### config.mk
export PLATFORM = sky130hd
export DESIGN_NAME = kitchen_responder
export DESIGN_NICKNAME = d
export VERILOG_FILES = /design/src/rtl/kitchen_responder.sv
export SDC_FILE = /design/constraint.sdc
export NUM_CORES = 1
export LEC_CHECK = 0
export ABC_CLOCK_PERIOD_IN_PS = 5400
export CAP_MARGIN = 20
export CORE_MARGIN = 3
export CORE_UTILIZATION = 65
export DETAILED_ROUTE_END_ITERATION = 10
export DONT_BUFFER_PORTS = 1
export PLACE_DENSITY = 0.88
export SYNTH_ARGS = -nofsm -noshare
export SYNTH_HDL_FRONTEND = slang
export SYNTH_SLANG_ARGS = --single-unit
### constraint.sdc
create_clock -name clk -period 5.4 [get_ports clk]
set_input_delay 0.54 -clock clk [delete_from_list [all_inputs] [get_ports clk]]
set_output_delay 0.54 -clock clk [all_outputs]
set_load 0.02 [all_outputs]
### src/rtl/kitchen_responder.sv
// Game-side responder for the controller command/status link: decodes command bytes,
// models the kitchen (player position, held item, occupancy, machine processing) and returns a status byte.
module kitchen_responder #(
  parameter int MOVE_CYCLES    = 16,
  parameter int PROCESS_CYCLES = 64,
  parameter int NUM_TARGETS    = 20
) (
  input  logic       clk,
  input  logic       rst_n,
  input  logic [7:0] in_bits,
  output logic [7:0] out_bits,
  output logic [4:0] cur_target,
  output logic       busy
);

  localparam int MW = $clog2(MOVE_CYCLES + 1);
  localparam int PW = $clog2(PROCESS_CYCLES + 1);
  localparam logic [MW-1:0] MV_LOAD = MW'(MOVE_CYCLES);
  localparam logic [MW-1:0] MV_ONE  = MW'(1);
  localparam logic [PW-1:0] PR_LOAD = PW'(PROCESS_CYCLES);
  localparam logic [PW-1:0] PR_ONE  = PW'(1);
  localparam logic [5:0]    MAX_SEL = 6'(NUM_TARGETS);

  typedef enum logic {ST_STOPPED = 1'b0, ST_RUNNING = 1'b1} run_t;

  run_t                 state, state_nx;
  logic [7:0]           prev_in;
  logic [4:0]           sel_target, sel_nx;
  logic [4:0]           cur_nx, mv_dest, mv_dest_nx, proc_id, proc_id_nx;
  logic [MW-1:0]        mv_cnt, mv_nx;
  logic [PW-1:0]        pr_cnt, pr_nx;
  logic                 holding, holding_nx;
  logic [NUM_TARGETS:0] occ, occ_nx;
  logic [7:0]           out_nx;

  logic       fresh;
  logic [5:0] arg;
  logic       cmd_start, cmd_stop, is_op;
  logic       at_now, proc_now, occ_now, t_disp, t_bin, t_store, t_throw;
  logic       at_nx, proc_bit, occ_bit;

  function automatic logic f_disp(input logic [4:0] t);
    return (t >= 5'd1) && (t <= 5'd6);
  endfunction

  function automatic logic f_store(input logic [4:0] t);
    return (t >= 5'd7) && (t <= MAX_SEL[4:0]) && (t != 5'd18);
  endfunction

  // Control and operation bytes act only on the first cycle they appear.
  assign fresh     = (in_bits != prev_in);
  assign arg       = in_bits[7:2];
  assign cmd_start = fresh && (in_bits[1:0] == 2'b01) && (arg == 6'b000001);
  assign cmd_stop  = fresh && (in_bits[1:0] == 2'b01) && (arg == 6'b000010);
  assign is_op     = fresh && (in_bits[1:0] == 2'b10);

  assign t_disp  = f_disp(sel_target);
  assign t_bin   = (sel_target == 5'd18);
  assign t_store = f_store(sel_target);
  assign t_throw = (sel_target == 5'd9)  || (sel_target == 5'd11) || (sel_target == 5'd14) ||
                   (sel_target == 5'd17) || (sel_target == 5'd19) || (sel_target == 5'd20);

  always_comb begin
    state_nx   = state;
    sel_nx     = sel_target;
    cur_nx     = cur_target;
    mv_nx      = mv_cnt;
    mv_dest_nx = mv_dest;
    pr_nx      = pr_cnt;
    proc_id_nx = proc_id;
    holding_nx = holding;
    occ_nx     = occ;
    at_now     = 1'b0;
    proc_now   = 1'b0;
    occ_now    = 1'b0;

    if (state == ST_STOPPED) begin
      if (cmd_start) begin
        state_nx   = ST_RUNNING;
        cur_nx     = '0;
        mv_nx      = '0;
        pr_nx      = '0;
        holding_nx = 1'b0;
        occ_nx     = '0;
      end
    end else if (cmd_stop) begin
      state_nx = ST_STOPPED;
    end else begin
      // Counter expiry lands before this cycle's command is evaluated.
      if (mv_cnt != '0) begin
        mv_nx = mv_cnt - MV_ONE;
        if (mv_cnt == MV_ONE) cur_nx = mv_dest;
      end
      if (pr_cnt != '0) pr_nx = pr_cnt - PR_ONE;

      at_now   = (cur_nx != 5'd0) && (cur_nx == sel_target) && (mv_nx == '0);
      proc_now = (pr_nx != '0) && (proc_id == sel_target);
      occ_now  = occ[sel_target];

      if (in_bits[1:0] == 2'b11)
        sel_nx = ((arg == 6'd0) || (arg > MAX_SEL)) ? 5'd0 : arg[4:0];

      if (is_op) begin
        case (arg)
          6'b000001: if (at_now && !holding && !proc_now && (t_disp || (t_store && occ_now))) begin
            holding_nx = 1'b1;
            if (t_store) occ_nx[sel_target] = 1'b0;
          end
          6'b000010: if (at_now && holding && (t_disp || t_bin || (t_store && !occ_now))) begin
            holding_nx = 1'b0;
            if (t_store) occ_nx[sel_target] = 1'b1;
          end
          6'b000100: if (at_now && t_store && occ_now && (pr_nx == '0)) begin
            pr_nx      = PR_LOAD;
            proc_id_nx = sel_target;
          end
          6'b001000: if (sel_target != 5'd0) begin
            cur_nx     = 5'd0;
            mv_nx      = MV_LOAD;
            mv_dest_nx = sel_target;
          end
          6'b010000: if (holding && at_now && t_throw) holding_nx = 1'b0;
          default: ;
        endcase
      end
    end

    at_nx    = (cur_nx != 5'd0) && (cur_nx == sel_nx) && (mv_nx == '0);
    proc_bit = (pr_nx != '0) && (proc_id_nx == sel_nx);
    occ_bit  = f_disp(sel_nx) || (f_store(sel_nx) && occ_nx[sel_nx]);
    out_nx   = {2'b00, occ_bit, proc_bit, holding_nx, at_nx, 1'b0, state_nx == ST_RUNNING};
  end

  always_ff @(posedge clk or negedge rst_n) begin
    if (!rst_n) begin
      state      <= ST_STOPPED;
      prev_in    <= '0;
      sel_target <= '0;
      cur_target <= '0;
      mv_cnt     <= '0;
      mv_dest    <= '0;
      pr_cnt     <= '0;
      proc_id    <= '0;
      holding    <= 1'b0;
      occ        <= '0;
      out_bits   <= '0;
    end else begin
      state      <= state_nx;
      prev_in    <= in_bits;
      sel_target <= sel_nx;
      cur_target <= cur_nx;
      mv_cnt     <= mv_nx;
      mv_dest    <= mv_dest_nx;
      pr_cnt     <= pr_nx;
      proc_id    <= proc_id_nx;
      holding    <= holding_nx;
      occ        <= occ_nx;
      out_bits   <= out_nx;
    end
  end

  assign busy = (mv_cnt != '0) || (pr_cnt != '0);

endmodule

==> results.json, run 1 <==
{
  "fp-row-count": 29,
  "fin_ws_ps": 1520,
  "grt_start_max_net_pins": 67,
  "layout_min_cycle_time_ps": 3880,
  "maxCapViolations": 0,
  "grt_overflow": 0,
  "ys_seq_area_frac": 0.370,
  "irDropWorstVdd_uv": 197,
  "fp.dieH_um": 88.9,
  "status": "complete, no violations",
  "clock-root-buffer": "clkbuf_8",
  "vias": 4060,
  "dieWidth_um": 88.9,
  "cts_resized": 0,
  "initialDrtViolationCount": 503,
  "crit_path_start_kind": "flip-flop",
  "drcViolationCount": 0,
  "ctsHoldBuffers": 1,
  "yosysWarnings": 0,
  "power.internal_uw": 877,
  "rsz0062_at_grt": "no",
  "critPathMaxFanout": 12,
  "wirelength_um": 11800,
  "timing.critical_path.buf_inv": 1,
  "power_mw": 1.37,
  "dp_hpwl_um": 8360,
  "netlist_area_um2": 4470,
  "p_sw_uw": 498,
  "grt_pass1_vias": 3861,
  "drive_gt1_frac": 0.113,
  "netlist_instances": 496,
  "syn_area_per_cell_um2": 9.01,
  "period_share": 0.719,
  "powerDensity_nw_per_um2": 294,
  "nets": 495,
  "initial_core_util": 0.688,
  "switching_share": 0.362,
  "postSynth.asyncResetShare": 1.00,
  "antennaDiodeCount": 0,
  "nFillCells": 495,
  "clkSinkCount": 66,
  "final.setup.tns_ps": 0,
  "instances_no_fill": 563,
  "io_buffers": 0,
  "regArea_um2": 1650,
  "cp_cell_sequence": "inv_1, ha_1, nor4_2, and2_1, a31oi_1, nor4_2, and2_1, nand4_2, mux2_2, xnor2_1, nand4_1, nor3_1",
  "viasPerCell": 7.21,
  "r2r_slack_ps": 1520,
  "worst_ep_arrival_time_ps": 4160,
  "r2r_end": "out_bits[4]",
  "crit_family": "simple AND/OR/NAND/NOR gates",
  "final_max_slew_viol_count": 0,
  "hold_path.class": "in -> async",
  "area_growth_syn_to_layout_pct": 4.48,
  "clockBufferDepth": 2,
  "finClkSkew_ps": 10.7,
  "die-area_um2": 7910,
  "grt.total_usage": 0.321,
  "wl_per_cell_um": 21.0,
  "place_ws_ps": 1650,
  "setup_viol": 0,
  "crit_path_top_delay_cell": "dfrtp_1",
  "drtAntennaViolNets": 0,
  "dp_cells": 546,
  "timing.final.hold_violations": 0,
  "critical_path_class": "reg -> reg",
  "worstMarginPinSlew_ps": 1090,
  "power_frac_clock": 0.301,
  "synth-edff-count": 0,
  "ys.flop_type": "dfrtp_1",
  "ios": 24,
  "timing.fmax_ghz": 0.257,
  "numCtsBuffers": 9,
  "r2r_cells": 12,
  "synthDistinctLibCells": 80,
  "power.leakage_nw": 1.97,
  "crit_path_end_kind": "flip-flop",
  "clock_latency_ps": 360,
  "dr.pass1.iters": 5,
  "slowest_delay_ps": 490,
  "place_congestion": 1.04,
  "core_area_um2": 6490,
  "ys_seq_elements": 66,
  "cp.required_ps": 5670,
  "max_slew_margin": 0.272,
  "clk_pin_slew_ps": 80,
  "pwr-share-seq": 0.443,
  "postCtsSetupBuffers": 0,
  "cts_htree_levels": 3,
  "antenna_found_initial": 0,
  "grt_pass1_wl_um": 19100,
  "multi_input_area_um2": 2650,
  "r2r_start": "mv_cnt[0]",
  "power_frac_comb": 0.256,
  "cts_tree": "done"
}
==> layout make-up <==
class | count | area share
clock inverters | 7 | 0.0147
well taps | 77 | 0.0206
flip-flops and latches | 66 | 0.354
repair buffers | 2 | 0.00750
multi-input cells | 390 | 0.567
inverters | 12 | 0.00965
clock buffers | 9 | 0.0265
==> cells in the final DEF, fill, tap and decap left out, drive strengths merged, types with 8 or more instances in the layout <==
master	synthesis	final
nor3	25	25
nand2	45	45
o21ai	32	32
nand3	16	16
and3	9	9
xnor2	23	23
nor2	34	34
nand2b	9	9
mux2	12	12
clkbuf	18	9
nand4	9	9
nor4	12	12
and2	12	12
mux2i	8	8
a21oi	14	14
inv	10	11
dfrtp	66	66
==> power by group through the flow <==
stage / clock [mW] / sequential (mW) / combinational, mW
floorplan: 0 / 0.560 / 0.321
global placement: 0 / 0.613 / 0.324
detailed placement: 0 / 0.616 / 0.331
CTS: 0.419 / 0.606 / 0.346
global route: 0.446 / 0.616 / 0.388
finish: 0.414 / 0.609 / 0.352
==> through the flow <==
stage	hold WS [ps]	utilization	instance area, µm²
finish	50.7	0.719	4670
CTS	53.4	0.719	4670
global route	59.7	0.719	4670
detailed placement	246	0.685	4450
floorplan	244	-	4480
global placement	246	0.685	4450
==> cells by family (layout without fill, tap and decap cells) <==
group / count (synthesis) / after routing / share of synthesized area
AO/OA/AOI/OAI: 122 / 122 / 0.201
XOR/XNOR: 27 / 27 / 0.0529
adder cells (fa/ha/maj): 4 / 4 / 0.0112
buffers and inverters: 42 / 30 / 0.0409
flip-flops: 66 / 66 / 0.370
multiplexers: 22 / 22 / 0.0582
other: 1 / 3 / 0.000839
AND/OR/NAND/NOR: 212 / 212 / 0.266
==> Yosys cell counts, types with 3 or more instances <==
master | n | area, µm²
or2_2 | 3 | 18.8
o21ai_0 | 25 | 125
nor2b_1 | 6 | 37.5
mux2_2 | 12 | 135
nand2b_1 | 9 | 56.3
clkbuf_1 | 18 | 67.6
and3_1 | 9 | 56.3
o21ai_1 | 7 | 35.0
a21oi_1 | 14 | 70.1
a211oi_1 | 7 | 52.6
nor3_1 | 25 | 125
and4_1 | 5 | 43.8
a21o_1 | 3 | 22.5
o211ai_1 | 6 | 45.0
and2_1 | 12 | 75.1
and3b_1 | 3 | 26.3
o21a_1 | 3 | 22.5
a32o_1 | 3 | 30.0
a22oi_1 | 7 | 52.6
nand2_1 | 45 | 169
ha_1 | 4 | 50.1
nor2_1 | 33 | 124
xnor2_1 | 23 | 201
o2111ai_1 | 5 | 43.8
nor4_1 | 10 | 62.6
a31oi_1 | 6 | 37.5
o31ai_1 | 5 | 37.5
a22o_1 | 3 | 26.3
dfrtp_1 | 66 | 1650
buf_2 | 5 | 25.0
mux2i_1 | 8 | 80.1
xor2_1 | 4 | 35.0
buf_4 | 5 | 37.5
inv_1 | 10 | 37.5
nand4_1 | 8 | 50.1
nand3_1 | 16 | 80.1
==> worst reg2reg max path: cells and delay by family, from the launching register on <==
family	cells	cell delay, ps
simple gates	7	2190
compound gates	1	200
flops	1	490
buf+inv	1	110
fa+ha+maj	1	250
xor+xnor	1	170
mux	1	380
==> worst max-delay path by stage <==
stage	from	to	slack, ps	depth (start not counted)
final	mv_cnt[0]	out_bits[4]	1520	12
after global routing	mv_cnt[0]	out_bits[4]	1230	12
after CTS	mv_cnt[0]	out_bits[4]	1580	12
after detailed placement	mv_cnt[0]	out_bits[4]	1650	12
after global placement	mv_cnt[1]	out_bits[5]	1740	12
after floorplan	pr_cnt[0]	out_bits[5]	2090	12
==> layer usage <==
layer,part of all wire,global-route usage,vias to the layer above
met5,0,0,-
met4,0.025,0.133,0
met3,0.097,0.0829,32
met2,0.46,0.497,222
met1,0.42,0.427,1975
li1,-,-,1831
==> flip-flops by register name, indices dropped and copies added, names as in the netlist <==
register,flops
cur_target,5
mv_cnt,5
mv_dest,5
occ,21
out_bits,5
pr_cnt,7
prev_in,8
proc_id,5
sel_target,5
Power figures use the tool's default switching activity.
==> run 2, diff against run 1 <==
Settings changed: ABC_CLOCK_PERIOD_IN_PS 5400 to 3530, CORE_UTILIZATION 65 to 58, PLACE_DENSITY 0.88 to 0.83.
Clock period 5.4 ns to 3.53 ns, I/O delays scaled along.
==> results.json, run 2 (synthesis results as in run 1) <==
{
  "power_frac_comb": 0.294,
  "die-area_um2": 8790,
  "fp-row-count": 31,
  "final.setup.tns_ps": 0,
  "clock-root-buffer": "clkbuf_8",
  "grt_overflow": 0,
  "power_frac_clock": 0.300,
  "clkSinkCount": 66,
  "rsz0062_at_grt": "yes",
  "maxCapViolations": 0,
  "dp_hpwl_um": 8960,
  "setup_viol": 0,
  "dieWidth_um": 93.8,
  "layout_min_cycle_time_ps": 3410,
  "power.leakage_nw": 2.12,
  "final_util": 0.669,
  "ios": 24,
  "powerDensity_nw_per_um2": 448,
  "fin_area_um2": 4930,
  "power.internal_mw": 1.39,
  "place_congestion": 0.989,
  "wirelength_um": 12900,
  "nets": 522,
  "fp.dieH_um": 93.8,
  "largest_reg_flops": 21,
  "antenna_found_initial": 0,
  "top_register": "occ",
  "nFillCells": 581,
  "crit_start": "pr_cnt[1]",
  "hold_path.class": "in -> reg",
  "crit_path_start_kind": "flip-flop",
  "period_share": 0.966,
  "drtAntennaViolNets": 0,
  "final_max_slew_viol_count": 0,
  "core_area_um2": 7370,
  "final_cell_mix": "dfrtp_1 (66), nand2_1 (45), nor2_1 (33)",
  "timing.final.hold_violations": 0,
  "numCtsBuffers": 9,
  "dr.pass1.iters": 5,
  "crit_path_end_kind": "flip-flop",
  "min_from": "in_bits[1]",
  "timing.fmax_ghz": 0.293,
  "io_buffers": 0,
  "grt_start_max_net_pins": 67,
  "cts_tree": "done",
  "reg_top3": "occ x21, prev_in x8, pr_cnt x7",
  "drive_gt1_frac": 0.164,
  "switching_share": 0.370,
  "cp.required_ps": 3790,
  "grt_pass1_wl_um": 20500,
  "clockBufferDepth": 2,
  "worst_ep_arrival_time_ps": 3670,
  "place_area_um2": 4640,
  "initial_core_util": 0.606,
  "viasPerCell": 6.85,
  "critical_path_class": "reg -> reg",
  "drcViolationCount": 0,
  "irDropWorstVdd_uv": 267,
  "pwr-share-seq": 0.405,
  "finClkSkew_ps": 13.9,
  "cts_htree_levels": 3,
  "status": "complete, no violations",
  "r2r_start": "pr_cnt[1]",
  "p_sw_uw": 817,
  "clk_pin_slew_ps": 80,
  "max_slew_margin": 0.231,
  "layout_commonest_cell": "dfrtp_1",
  "vias": 4192,
  "critPathMaxFanout": 8,
  "clock_latency_ps": 370,
  "grt_pass1_vias": 3861,
  "area_growth_syn_to_layout_pct": 10.4,
  "worstMarginPinSlew_ps": 1150,
  "grt.total_usage": 0.304,
  "wl_per_cell_um": 21.0,
  "antennaDiodeCount": 0,
  "initialDrtViolationCount": 440
}
-- run 2: cell count changes in the layout (fill, tap and decap cells not counted), sizes merged --
cell | previous run | this run
buf | 2 | 28
clkinv | 5 | 7
clkinvlp | 2 | 0
dlygate4sd3 | 0 | 1
-- run 2: layout make-up --
class	instances	area, µm²	area share
tap	99	124	0.0251
timing repair buffer	29	240	0.0487
clock inverter	7	78.8	0.0160
inverter	12	45.0	0.00913
multi-input combinational	390	2670	0.541
sequential	66	1650	0.335
clock buffer	9	124	0.0251
-- run 2: path summary, 6_finish.rpt --
kind | endpoint | slack [ps] | cells after the start
max | out_bits[5] | 120 | 11
min | prev_in[1] | 10 | 0
max reg2reg | out_bits[5] | 120 | 11
min reg2reg | occ[4] | 490 | 1
max in group asynchronous | prev_in[5] | 2740 | 2
min in group asynchronous | mv_cnt[2] | 510 | 2
-- run 2: power groups by stage --
stage,registers [mW],logic (mW),clock network [mW]
after floorplan,0.856,0.492,0
after global placement,0.902,0.576,0
after detailed placement,0.906,0.594,0
after CTS,0.891,0.621,0.672
after global routing,0.902,0.704,0.695
final,0.894,0.650,0.663
-- run 2: routing by layer --
layer  routed length, µm  track usage  vias up
met5                   0            0        -
met4                 444        0.130        0
met3                1100       0.0593       43
met2                5850        0.462      234
met1                5480        0.425     2037
li1                    -            -     1878
-- run 2: through the flow --
| step | worst slack, ps | cells | hold WS (ps) | power, mW |
|---|---|---|---|---|
| after floorplan | 220 | 498 | 57.4 | 1.35 |
| after detailed placement | 34.5 | 590 | 58.8 | 1.50 |
| after global routing | -64.8 | 612 | 2.35 | 2.30 |
| final | 120 | 612 | 13.2 | 2.21 |
| after CTS | 48.4 | 608 | 4.67 | 2.18 |
| after global placement | 131 | 590 | 59.2 | 1.48 |
-- run 2: critical path, cell delays in order, from the launching register on --
cell       delay (ps)
dfrtp_1           400
inv_1              70
ha_2              170
or4b_4            500
or4_4             430
a21o_1            200
o31ai_4           260
o2111ai_4         280
or2_1             370
o211ai_1          270
o2111ai_1         160
o22a_1            210
-- run 2: timing repair --
action                                  4_1_cts  5_1_grt
endpoints found under the setup margin        0        2
hold buffers                                  2        0
resized for setup                             0        6
buffers inserted                              0        4
endpoints found under the hold margin        66        0
